<file path="config.mk">
export PLATFORM = sky130hd
export DESIGN_NAME = vdp_vram_writer
export DESIGN_NICKNAME = d
export VERILOG_FILES = /design/src/rtl/vdp_vram_writer.sv
export SDC_FILE = /design/constraint.sdc
export NUM_CORES = 1
export LEC_CHECK = 0
export CAP_MARGIN = 20
export CORE_ASPECT_RATIO = 1.4
export CORE_MARGIN = 2
export CORE_UTILIZATION = 63
export CTS_CLUSTER_SIZE = 8
export DETAILED_ROUTE_END_ITERATION = 7
export PLACE_DENSITY = 0.85
export SETUP_SLACK_MARGIN = 0.1
export SKIP_LAST_GASP = 1
export SLEW_MARGIN = 30
export SYNTH_ARGS = -nofsm -noshare
export SYNTH_HDL_FRONTEND = slang
export SYNTH_SLANG_ARGS = --single-unit
</file>
<file path="constraint.sdc">
create_clock -name clk -period 3.54 [get_ports clk]
set_input_delay 0.531 -clock clk [delete_from_list [all_inputs] [get_ports clk]]
set_output_delay 0.531 -clock clk [all_outputs]
set_load 0.01 [all_outputs]
</file>
<file path="src/rtl/vdp_vram_writer.sv">
// rtl/vdp_vram_writer.sv - CPU write port into VDP VRAM: auto-increment pointer, address/data FIFO, slot-gated drain.
module vdp_vram_writer #(
    parameter int DEPTH = 4
) (
    input  logic        clk,
    input  logic        reset,
    input  logic        bus_cs,
    input  logic        bus_we,
    input  logic [1:0]  bus_addr,
    input  logic [7:0]  bus_wdata,
    output logic [7:0]  bus_rdata,
    input  logic        vram_slot,
    output logic        vram_we,
    output logic [14:0] vram_addr,
    output logic [7:0]  vram_wdata
);
    localparam int AW = (DEPTH > 1) ? $clog2(DEPTH) : 1;
    localparam logic [AW:0]   FULL_COUNT = DEPTH;
    localparam logic [AW:0]   CNT_ONE    = 1;
    localparam logic [AW-1:0] IDX_ONE    = 1;

    logic [22:0]   fifo_mem [DEPTH];
    logic [AW-1:0] rd_idx;
    logic [AW-1:0] wr_idx;
    logic [AW:0]   count;
    logic [14:0]   ptr;
    logic [7:0]    stride;
    logic          overflow;

    logic data_wr;
    logic status_rd;
    logic full;
    logic empty;
    logic pop;
    logic push;
    logic drop;
    logic [4:0] level;

    assign data_wr   = bus_cs & bus_we & (bus_addr == 2'd2);
    assign status_rd = bus_cs & ~bus_we & (bus_addr == 2'd3);
    assign full      = (count == FULL_COUNT);
    assign empty     = (count == '0);
    assign pop       = vram_slot & ~empty;
    // A full FIFO still takes a write when the head leaves in the same cycle.
    assign push      = data_wr & (~full | pop);
    assign drop      = data_wr & ~push;
    assign level     = 5'(count);

    assign vram_we    = pop;
    assign vram_addr  = fifo_mem[rd_idx][22:8];
    assign vram_wdata = fifo_mem[rd_idx][7:0];

    always_comb begin
        bus_rdata = 8'h00;
        case (bus_addr)
            2'd0:    bus_rdata = ptr[7:0];
            2'd1:    bus_rdata = {1'b0, ptr[14:8]};
            2'd3:    bus_rdata = {full, empty, overflow, level};
            default: bus_rdata = 8'h00;
        endcase
    end

    always_ff @(posedge clk or negedge reset) begin
        if (!reset) begin
            ptr      <= '0;
            stride   <= 8'd1;
            overflow <= 1'b0;
        end else begin
            if (bus_cs && bus_we) begin
                case (bus_addr)
                    2'd0:    ptr[7:0]  <= bus_wdata;
                    2'd1:    ptr[14:8] <= bus_wdata[6:0];
                    2'd2:    if (push) ptr <= ptr + {7'd0, stride};
                    default: stride    <= bus_wdata;
                endcase
            end
            // A drop in the same cycle as a status read wins, so the loss is never missed.
            if (drop) begin
                overflow <= 1'b1;
            end else if (status_rd) begin
                overflow <= 1'b0;
            end
        end
    end

    always_ff @(posedge clk or negedge reset) begin
        if (!reset) begin
            for (int i = 0; i < DEPTH; i++) begin
                fifo_mem[i] <= '0;
            end
            rd_idx <= '0;
            wr_idx <= '0;
            count  <= '0;
        end else begin
            if (push) begin
                fifo_mem[wr_idx] <= {ptr, bus_wdata};
                wr_idx           <= wr_idx + IDX_ONE;
            end
            if (pop) begin
                rd_idx <= rd_idx + IDX_ONE;
            end
            case ({push, pop})
                2'b10:   count <= count + CNT_ONE;
                2'b01:   count <= count - CNT_ONE;
                default: count <= count;
            endcase
        end
    end
endmodule

</file>
==> results_dict.tcl <==
set metrics [dict create \
    ctsHtreeMaxLevel 4 \
    start_util 0.6379 \
    cpMaxStageDelayCell "clkdlybuf4s50_1" \
    drt_first_pass_iters 5 \
    post_drt_wl_per_cell_um 21.31 \
    worst_path_dominant_cell_family "buffers and inverters" \
    clk_pin_slew_worst_paths_ns 0.06 \
    final_setup_fails 0 \
    numClockSinks 123 \
    pin_count_of_the_biggest_net_entering_global_routing 65 \
    die_w_um 86.25 \
    status "finished, final reports clean" \
    timing.slew.headroom 0.4519 \
    floorplan.core_area_um2 9354 \
    layout_min_cycle_time_ns 2.923 \
    die-area_um2 10280 \
    syn_area_um2 5967 \
    drt_iter0_markers 361 \
    hold_slack_ns 0.1876 \
    synthDistinctLibCells 49 \
    grt_pass1_wl_um 21400 \
    crit_fanout 10 \
    drive_gt1_frac 0.3102 \
    critical_path.most_common_cell "clkdlybuf4s50_1" \
    synth_async_sr_flop_share 1.000 \
    period_share 0.8257 \
    start_kind "input pin" \
    flip_flop_cell_with_the_highest_count_after_synthesis "dfrtp_1" \
    count_of_flip_flops_with_a_built_in_enable_after_synthesis 0 \
    leading_cell_type_in_the_layout_fill_and_taps_excluded "dfrtp_1" \
    hold_buffers 0 \
    route.detailed.vias_per_inst 6.477 \
    cpPeakStageDelay_ns 0.72 \
    most_frequent_cells_in_the_layout "dfrtp_1, mux2_2, clkdlybuf4s50_1" \
    synth.yosys.seq_area_share 0.5160 \
    p_leak_nw 3.186 \
    grt_antenna_before_repair 0 \
    fillerInstances 590 \
    timing.critical_path.required_ns 3.01 \
    synth.yosys.warnings 0 \
    clock_insertion_delay_worst_skew_ns 0.42 \
    cts_resized 0 \
    endpoint_kind "output port" \
    postCtsSetupBuffers 0 \
    setup-tns-final_ns 0 \
    synth_seq_cells 123 \
    placement.io_buffers 46 \
    power_density_nw_per_um2 915.5 \
    fmaxAchievable_ghz 0.3421 \
    grt_pass1_vias 4217 \
    die_h_um 119.2 \
    grt_setup_unrepaired "no" \
    grt_use_total 0.2798 \
    tritoncts "built" \
    synth_area_per_cell_um2 13.11 \
    worst-setup-path-type "input pin to output port" \
    syn_nets 485 \
    num_vias 4074 \
    drt-total-wl_um 13400 \
    root_buffer "clkbuf_16" \
    clock_skews_ns 0.01788 \
    cp.buffers_inverters 2 \
    worstMarginPinSlew_ns 0.8222 \
    power.ir.vdd_worst_v 0.0004867 \
    place.detailed.hpwl_um 8384 \
    num-nets-final 536 \
    numCtsBuffers 17 \
    timing.max_cap.violations 0 \
    rows 42 \
    detail-route-antenna-nets 0 \
    place_congestion 0.8539 \
    crit_path_cell_trace "clkdlybuf4s50_1 -> and2_1 -> nand2_1 -> o21ai_0 -> clkdlybuf4s50_1" \
    areaGrowthSynthToFinish_pct 19.65 \
    global_route.overflow_total 0 \
    arrival_ns 2.39 \
    min_path_type "input pin to asynchronous set/reset pin" \
    finalHoldViolations 0 \
    timing.final.max_slew_violations 0 \
    drc_errors_left 0 \
    synthCells 455 \
    clock_path_buffers 2 \
    antenna_cells 0 \
    top_level_ports 47 \
]
worst register-to-register path: stages (launching register included):
cell and delay, ns:
dfrtp_1 0.49, ha_1 0.29, fa_1 0.44, a211o_1 0.30
a21oi_1 0.19, a21o_1 0.24, or3_1 0.18, nor4_1 0.05
a311o_1 0.32
metal layers:
layer,vias to the layer above,GRT usage,part of all wire
met5,-,0,0
met4,0,0.1494,0.038
met3,48,0.06306,0.044
met2,141,0.4608,0.52
met1,2098,0.3408,0.40
li1,1787,-,-
cell families after synthesis:
kind of cell / after synthesis / share of synthesized area
muxes: 121 / 0.2699
DFF: 123 / 0.5160
adders and majority gates: 15 / 0.03397
AOI/OAI and AO/OA: 70 / 0.07381
and+or+nand+nor: 83 / 0.06836
xor gates and xnor gates: 9 / 0.01321
buffers and inverters: 34 / 0.02474
state kept, by name, indices dropped and copies added (netlist names):
name      flops
count         3
fifo_mem     92
overflow      1
ptr          15
rd_idx        2
stride        8
wr_idx        2
worst paths after layout:
path	depth (start not counted)	slack (ns)	from	end
max in group asynchronous	2	2.49	reset	fifo_mem[17]$_DFFE_PN0P_
worst max register to register	8	0.92	ptr[0]$_DFFE_PN0P_	ptr[14]$_DFFE_PN0P_
worst max-delay path	5	0.62	bus_addr[0]	bus_rdata[1]
worst min register to register	2	0.48	fifo_mem[16]$_DFFE_PN0P_	fifo_mem[16]$_DFFE_PN0P_
min in group clk	2	0.48	fifo_mem[16]$_DFFE_PN0P_	fifo_mem[16]$_DFFE_PN0P_
worst min-delay path	1	0.19	reset	fifo_mem[39]$_DFFE_PN0P_
per-stage QoR:
| step | worst slack (ns) | util | area (µm²) | total power [mW] | cells |
|---|---|---|---|---|---|
| CTS | 0.6412 | 0.7632 | 7139 | 6.567 | 629 |
| finish | 0.6169 | 0.7632 | 7139 | 6.536 | 629 |
| detailed placement | 0.6276 | 0.6988 | 6536 | 4.772 | 597 |
| global route | 0.5440 | 0.7632 | 7139 | 6.871 | 629 |
| floorplan | 1.285 | - | 5967 | 3.856 | 455 |
| global placement | 0.6632 | 0.6988 | 6536 | 4.641 | 597 |
final cells by class:
class                      count  area, µm²  area share
clock inverter                12      146.4     0.02050
timing repair buffer          55      538.0     0.07536
clock buffer                  20      456.7     0.06397
sequential                   123       3079      0.4313
tap                          110      137.6     0.01928
multi-input combinational    298       2740      0.3838
inverter                      11      41.29    0.005783
power breakdown:
part           total, mW  switching [mW]  internal (mW)
combinational       2.39            1.00           1.39
sequential          2.40           0.414           1.98
clock               1.74           0.607           1.14
synth_stat cells (all sizes together) (3+ instances only):
library cell | n | share of area
o21a | 3 | 0.0038
clkbuf | 10 | 0.0063
nand3 | 3 | 0.0025
dfrtp | 122 | 0.51
mux2 | 89 | 0.17
xor2 | 3 | 0.0044
xnor2 | 6 | 0.0088
a21oi | 12 | 0.010
a31oi | 7 | 0.0073
nor3 | 3 | 0.0044
nor2b | 3 | 0.0031
nor2 | 18 | 0.012
o311ai | 4 | 0.0059
ha | 13 | 0.027
mux2i | 9 | 0.015
a21o | 4 | 0.0050
o21ai | 25 | 0.021
mux4 | 23 | 0.087
inv | 11 | 0.0069
a211oi | 3 | 0.0038
nand2 | 40 | 0.027
buf | 13 | 0.012
or3 | 6 | 0.0063
Power figures use the tool's default switching activity.
